--- src/rtl/uart_transceiver.sv ---
// Full-duplex UART with configurable width, parity and stop bits.
// Bit timing comes from a per-direction cycle counter on the system clock.
module uart_transceiver #(
   parameter int CLK_FREQ  = 50_000_000,
   parameter int BAUD_RATE = 2400,
   parameter int DATA_BITS = 8,
   parameter int PARITY    = 0,
   parameter int STOP_BITS = 1
) (
   input  logic                 clk,
   input  logic                 srst_n,
   input  logic [DATA_BITS-1:0] tx_data,
   input  logic                 tx_valid,
   output logic                 tx_ready,
   output logic                 tx_busy,
   output logic                 txd,
   input  logic                 rxd,
   input  logic                 loopback,
   output logic [DATA_BITS-1:0] rx_data,
   output logic                 rx_valid,
   output logic                 rx_parity_err,
   output logic                 rx_frame_err
);

   localparam int C  = CLK_FREQ / BAUD_RATE;
   localparam int CW = $clog2(STOP_BITS * C + 1);
   localparam logic [CW-1:0] C_BIT  = CW'(C - 1);
   localparam logic [CW-1:0] C_HALF = CW'(C / 2 - 1);
   localparam logic [CW-1:0] C_STOP = CW'(STOP_BITS * C - 1);
   localparam logic [CW-1:0] C_ONE  = CW'(1);
   localparam logic [3:0]    C_LAST = 4'(DATA_BITS - 1);

   typedef enum logic [2:0] {
      S_IDLE, S_START, S_DATA, S_PARITY, S_STOP, S_WAIT
   } state_t;

   state_t                r_tx_st;
   logic [CW-1:0]         r_tx_cnt;
   logic [3:0]            r_tx_bit;
   logic [DATA_BITS-1:0]  r_tx_sh;
   logic                  r_tx_par;
   logic                  r_txd;
   logic                  r_tx_busy;
   logic                  w_tx_go;

   assign tx_ready = (r_tx_st == S_IDLE) && srst_n;
   assign tx_busy  = r_tx_busy;
   assign w_tx_go  = tx_valid && tx_ready;
   // Loopback keeps the pin idle so the far end sees no traffic.
   assign txd      = loopback ? 1'b1 : r_txd;

   always_ff @(posedge clk) begin
      if (!srst_n) begin
         r_tx_st   <= S_IDLE;
         r_tx_cnt  <= '0;
         r_tx_bit  <= '0;
         r_tx_sh   <= '0;
         r_tx_par  <= 1'b0;
         r_txd     <= 1'b1;
         r_tx_busy <= 1'b0;
      end else begin
         r_tx_cnt <= r_tx_cnt + C_ONE;
         unique case (r_tx_st)
            S_IDLE: begin
               r_tx_cnt <= '0;
               r_tx_bit <= '0;
               if (w_tx_go) begin
                  r_tx_sh   <= tx_data;
                  r_tx_par  <= (PARITY == 1) ? ~^tx_data : ^tx_data;
                  r_txd     <= 1'b0;
                  r_tx_busy <= 1'b1;
                  r_tx_st   <= S_START;
               end
            end
            S_START: if (r_tx_cnt == C_BIT) begin
               r_tx_cnt <= '0;
               r_txd    <= r_tx_sh[0];
               r_tx_st  <= S_DATA;
            end
            S_DATA: if (r_tx_cnt == C_BIT) begin
               r_tx_cnt <= '0;
               r_tx_bit <= r_tx_bit + 4'd1;
               r_tx_sh  <= r_tx_sh >> 1;
               if (r_tx_bit == C_LAST) begin
                  if (PARITY != 0) begin
                     r_txd   <= r_tx_par;
                     r_tx_st <= S_PARITY;
                  end else begin
                     r_txd   <= 1'b1;
                     r_tx_st <= S_STOP;
                  end
               end else begin
                  r_txd <= r_tx_sh[1];
               end
            end
            S_PARITY: if (r_tx_cnt == C_BIT) begin
               r_tx_cnt <= '0;
               r_txd    <= 1'b1;
               r_tx_st  <= S_STOP;
            end
            S_STOP: if (r_tx_cnt == C_STOP) begin
               r_tx_busy <= 1'b0;
               r_tx_st   <= S_IDLE;
            end
            default: r_tx_st <= S_IDLE;
         endcase
      end
   end

   state_t                r_rx_st;
   logic [CW-1:0]         r_rx_cnt;
   logic [3:0]            r_rx_bit;
   logic [DATA_BITS-1:0]  r_rx_sh;
   logic                  r_rx_par;
   logic                  r_s1, r_s2, r_prev;
   logic [DATA_BITS-1:0]  r_rx_data;
   logic                  r_rx_valid, r_rx_pe, r_rx_fe;
   logic                  w_fall, w_exp;

   assign w_fall        = r_prev & ~r_s2;
   assign w_exp         = (PARITY == 1) ? ~^r_rx_sh : ^r_rx_sh;
   assign rx_data       = r_rx_data;
   assign rx_valid      = r_rx_valid;
   assign rx_parity_err = r_rx_pe;
   assign rx_frame_err  = r_rx_fe;

   always_ff @(posedge clk) begin
      if (!srst_n) begin
         r_s1       <= 1'b1;
         r_s2       <= 1'b1;
         r_prev     <= 1'b1;
         r_rx_st    <= S_IDLE;
         r_rx_cnt   <= '0;
         r_rx_bit   <= '0;
         r_rx_sh    <= '0;
         r_rx_par   <= 1'b0;
         r_rx_data  <= '0;
         r_rx_valid <= 1'b0;
         r_rx_pe    <= 1'b0;
         r_rx_fe    <= 1'b0;
      end else begin
         r_s1       <= loopback ? r_txd : rxd;
         r_s2       <= r_s1;
         r_prev     <= r_s2;
         r_rx_valid <= 1'b0;
         r_rx_pe    <= 1'b0;
         r_rx_fe    <= 1'b0;
         r_rx_cnt   <= r_rx_cnt + C_ONE;
         unique case (r_rx_st)
            S_IDLE: begin
               r_rx_cnt <= '0;
               r_rx_bit <= '0;
               if (w_fall) r_rx_st <= S_START;
            end
            S_START: if (r_rx_cnt == C_HALF) begin
               r_rx_cnt <= '0;
               r_rx_st  <= r_s2 ? S_IDLE : S_DATA;
            end
            S_DATA: if (r_rx_cnt == C_BIT) begin
               r_rx_cnt <= '0;
               r_rx_bit <= r_rx_bit + 4'd1;
               r_rx_sh  <= {r_s2, r_rx_sh[DATA_BITS-1:1]};
               if (r_rx_bit == C_LAST)
                  r_rx_st <= (PARITY != 0) ? S_PARITY : S_STOP;
            end
            S_PARITY: if (r_rx_cnt == C_BIT) begin
               r_rx_cnt <= '0;
               r_rx_par <= r_s2;
               r_rx_st  <= S_STOP;
            end
            S_STOP: if (r_rx_cnt == C_BIT) begin
               r_rx_data  <= r_rx_sh;
               r_rx_valid <= 1'b1;
               r_rx_pe    <= (PARITY != 0) && (r_rx_par != w_exp);
               r_rx_fe    <= ~r_s2;
               r_rx_st    <= r_s2 ? S_IDLE : S_WAIT;
            end
            // A held-low line (break) must return high before re-arming.
            S_WAIT: if (r_s2) r_rx_st <= S_IDLE;
            default: r_rx_st <= S_IDLE;
         endcase
      end
   end

endmodule

--- config.mk ---
export PLATFORM = sky130hd
export DESIGN_NAME = uart_transceiver
export DESIGN_NICKNAME = d
export VERILOG_FILES = /design/src/rtl/uart_transceiver.sv
export SDC_FILE = /design/constraint.sdc
export NUM_CORES = 1
export LEC_CHECK = 0
export CORE_MARGIN = 2
export CORE_UTILIZATION = 50
export DETAILED_ROUTE_END_ITERATION = 8
export PLACE_DENSITY = 0.71
export RECOVER_POWER = 50
export SYNTH_ARGS = -nofsm -noshare
export SYNTH_HDL_FRONTEND = slang
export SYNTH_SLANG_ARGS = --single-unit
--- constraint.sdc ---
create_clock -name clk -period 2.25 [get_ports clk]
set_clock_uncertainty 0.1 [all_clocks]
set_input_delay 0.225 -clock clk [delete_from_list [all_inputs] [get_ports clk]]
set_output_delay 0.225 -clock clk [all_outputs]
set_load 0.05 [all_outputs]
; After elaboration in Yosys (flattened, before gate mapping)
; Index checks and enable logic that the tools add are counted.
[classes]
add_sub_neg = 4
eq_ne = 27
mux = 41
bitwise = 2
reduce_logical = 21
[ops]
columns = operator, count
row1 = $mux W15, 3
row2 = $pmux W15 S3, 1
row3 = $mux W3, 14
row4 = $add A15 B1 Y15 const B, 2
row5 = $eq A15 B15 Y1 const B, 2
row6 = $pmux W15 S2, 1
row7 = $ne A2 B2 Y1 const B, 13
row8 = $pmux W3 S6, 1
row9 = $mux W8, 2
row10 = $pmux W4 S2, 2
row11 = $pmux W8 S2, 1
row12 = $eq A15 B14 Y1 const B, 1
row13 = $pmux W3 S5, 1
row14 = $eq A3 B2 Y1 const B, 4
row15 = $mux W1, 10
row16 = $reduce_and A2 Y1, 5
row17 = $eq A3 B3 Y1 const B, 3
row18 = $reduce_and A3 Y1, 3
row19 = $add A4 B1 Y4 const B, 2
row20 = $eq A4 B3 Y1 const B, 2
row21 = $mux W4, 2
row22 = $reduce_and A7 Y1, 1
row23 = $eq A3 B1 Y1 const B, 2
row24 = $logic_not A3 Y1, 2
row25 = 12 further kinds, 15
[word_totals]
reg_bits = 75
in_bits = 13
out_inout_bits = 14

; Longest topological paths before layout
; Gate-level depths: netlist of the first run.
[logic_depth]
ltp_word = 5
mapped_depth = 8

; Worst setup path before layout of the first run
; No wires, ideal clock.
[synth_path]
kind = input-to-output
start = in srst_n
end = out tx_ready
arrival_ns = 1.849
t_required_ns = 1.925
path_slack_ns = 0.076
stages = 4
n_path_buf = 2
cell_sequence = clkbuf_1 inv_1 clkbuf_1 nor3_1
[synth_between]
elab_chain_cells = 1
[synth_rtl]
columns = element, line_no
row1 = "start, declared", 11  ; input logic srst_n,
row2 = $logic_and A1 B1 Y1, 46  ; assign tx_ready = (r_tx_st == S_IDLE) && srst_n;
row3 = "end, declared", 14  ; output logic tx_ready,
; No other way between the ends.

; Worst setup path after layout of the first run
[layout_path]
start = reg r_rx_cnt[0]
end = reg r_rx_bit[0]
[layout_between]
elab_chain_cells = 3
[layout_rtl]
columns = element, line_no
row1 = "start, declared", 111  ; logic [CW-1:0] r_rx_cnt;
row2 = "start signal, assigned", 148  ; r_rx_cnt <= r_rx_cnt + C_ONE;
row3 = $eq A15 B15 Y1, 159  ; S_DATA: if (r_rx_cnt == C_BIT) begin
row4 = $ne A2 B2 Y1 (no line), n/a
row5 = $reduce_and A2 Y1 (no line), n/a
row6 = "end signal, assigned", 161  ; r_rx_bit <= r_rx_bit + 4'd1;
row7 = "end, declared", 112  ; logic [3:0] r_rx_bit;
; No other way between the ends.
; A chain may end at the register's enable or synchronous reset.

==> results.ini, run 1 <==
[power]
vdd_drop_max_mv=0.3564
power_density_nw_per_um2=737.7
p_leak_nw=1.481
finalPower_mw=2.959

[critical_path]
critical_path_class=reg2reg
cp-end-kind=flop
crit_required_ps=2390
worstSetupStartpointType=flop
cp.arrival_ps=2230
cp_max_fo=11
r2r_setup_slack_ps=160

[cells_and_area]
final_common_cell=dfxtp_1
n_antenna_cell=0
synthToLayoutAreaGrowth_pct=17.57
drive_gt1_frac=0.08531
final_cell_mix=dfxtp_1 (75), nor2_1 (68), nand2_1 (28)
final_util=0.6004
finalNetCount=437

[synth]
yosys.area.top_type_share=0.4400
avgSynthCellArea_sq_um=8.794
synth.distinct_cells=49
synth_cells=388
syn-num-nets=408
synth_top_cell_by_area=dfxtp_1
synth_area_sq_um=3412
yosysWarnings=0
synth-main-ff-cell=dfxtp_1
async_reset_ff_frac=0
seq_area_frac_synth=0.4400
synth_edf_count=0
ys_top_cells_by_area=dfxtp_1 (44%), nor2_1 (7.4%), mux2i_1 (5.3%)
synth-seq-cells=75

[timing]
finalHoldViolCount=0
setup_viol=0
min_period_over_period=0.9291
fmax_mhz=478.4
max_slew_margin=0.5239
rsz0062_at_grt=false
worstMarginPinSlew_ps=714.1
final_max_slew_viol_count=0
min_period_ps=2090
fin_setup_tns_ps=0

[clock_tree]
cts_root_buffer=clkbuf_8
clk_path_buf_depth=2
cts.hold.buffers_added=0
clk_pin_slew_ps=70
cts_tree=built
htreeDepth=3
cts_made_buffers=9
clock_latency_ps=340
cts_sinks=75

[detailed_routing]
route.vias.total=2693
drc=0
viasPerCell=5.365
first_pass_iters=4
wl_microns=6529
ant_nets=0
avgRoutedWirePerCell_microns=13.01
drtIter0Drc=79

[global_routing]
antenna_found_initial=0
grt_start_max_net_pins=32
met2_usage=0.3133
first_global_vias=2535
grtUsageTotal=0.1901
grt_pass1_wl_microns=11320
met3_usage=0.03810
top_usage_layer=met2
grt_overflow=0
use_met1=0.2381

[floorplanning]
io_pins=27
die-area_sq_um=7500
coreArea_sq_um=6681
die_w_microns=86.61
num_rows=30
initial_core_util=0.5107
die_h_microns=86.61

[place]
io_buffer_count=25
gp_congestion=0.8221
hpwl_microns=4591

[worst_hold_path]
min_path_type=reg2reg

[run]
cap_violations=0

[run_status]
status=finished clean

critical path, cell delays in order, from the launching register on:
cell	delay [ps]
dfxtp_1	370
inv_1	80
ha_1	130
and4b_1	230
nand4_4	160
or2_1	460
and3_1	280
o21a_1	170
per-stage QoR:
| stage | hold WS [ps] | cell area (sq um) | setup slack (ps) | cells |
|---|---|---|---|---|
| floorplan | 250.1 | 3412 | 76.22 | 388 |
| global placement | 290.8 | 3771 | 213.6 | 485 |
| detailed placement | 293.3 | 3771 | 147.9 | 485 |
| CTS | 310.7 | 4013 | 144.7 | 501 |
| global route | 316.9 | 4011 | 22.49 | 502 |
| finish | 307.9 | 4011 | 159.5 | 502 |
per-layer routing:
layer / wire [microns] / share of wire / vias up
li1: - / - / 1400
met3: 196 / 0.030 / 9
met1: 3189 / 0.49 / 1233
met5: 0 / 0 / -
met2: 3032 / 0.46 / 51
met4: 110 / 0.017 / 0
report_power, final:
part / internal, mW / switching, mW
sequential: 1.36 / 0.0375
combinational: 0.134 / 0.189
clock: 0.764 / 0.471
total: 2.26 / 0.698
layout make-up:
cell class / count / area, sq um
tap: 80 / 100.1
timing repair buffer: 36 / 334.1
multi-input combinational: 284 / 1793
clock buffer: 11 / 141.4
sequential: 75 / 1501
clock inverter: 5 / 100.1
fill: 595 / 2670
inverter: 11 / 41.29
timing repair:
| action | CTS | global route |
|---|---|---|
| hold endpoints to repair | 0 | 0 |
| buffers inserted | 0 | 1 |
| resized for setup | 0 | 1 |
| endpoints found under the setup margin | 0 | 5 |
state kept, by name, indices dropped and copies added, names as in the netlist, 3 cells and up:
register	cells
r_rx_bit	4
r_rx_cnt	15
r_rx_sh	8
r_rx_st	3
r_tx_bit	4
r_tx_cnt	15
r_tx_sh	8
r_tx_st	3
rx_data	8
cells in the mapped netlist, types with 8 or more instances:
master	number
xnor2_1	15
nand4_1	8
inv_1	11
mux2i_1	18
xor2_1	13
nor2_1	67
clkbuf_1	13
dfxtp_1	75
nor3_1	9
nand3_1	22
o21ai_0	11
nand2_1	29
a21oi_1	16
path summary, 6_finish.rpt:
check,end,from,cells past startpoint
worst max-delay path,r_rx_bit[0]$_SDFFE_PN0P_,r_rx_cnt[0]$_SDFF_PN0_,7
worst min register to register,r_s2$_SDFF_PN1_,r_s1$_SDFF_PN1_,1
worst max register to register,r_rx_bit[0]$_SDFFE_PN0P_,r_rx_cnt[0]$_SDFF_PN0_,7
worst min-delay path,r_s2$_SDFF_PN1_,r_s1$_SDFF_PN1_,1
cells by family after synthesis:
group / after synthesis / share of synthesized area
other: 1 / 0.001099
AND/OR/NAND/NOR: 177 / 0.2662
buffers and inverters: 29 / 0.03447
multiplexers: 19 / 0.05940
flip-flops: 75 / 0.4400
XOR/XNOR: 28 / 0.07188
adder cells (fa/ha/maj): 7 / 0.02567
AO/OA/AOI/OAI: 52 / 0.1012
Note: power is estimated with default switching activity, not from simulation.
==> run 2: changes to the inputs <==
SLEW_MARGIN = 10   (was unset)
==> results of run 2 <==
Final layout, timing and power as in run 1 (identical DEF).
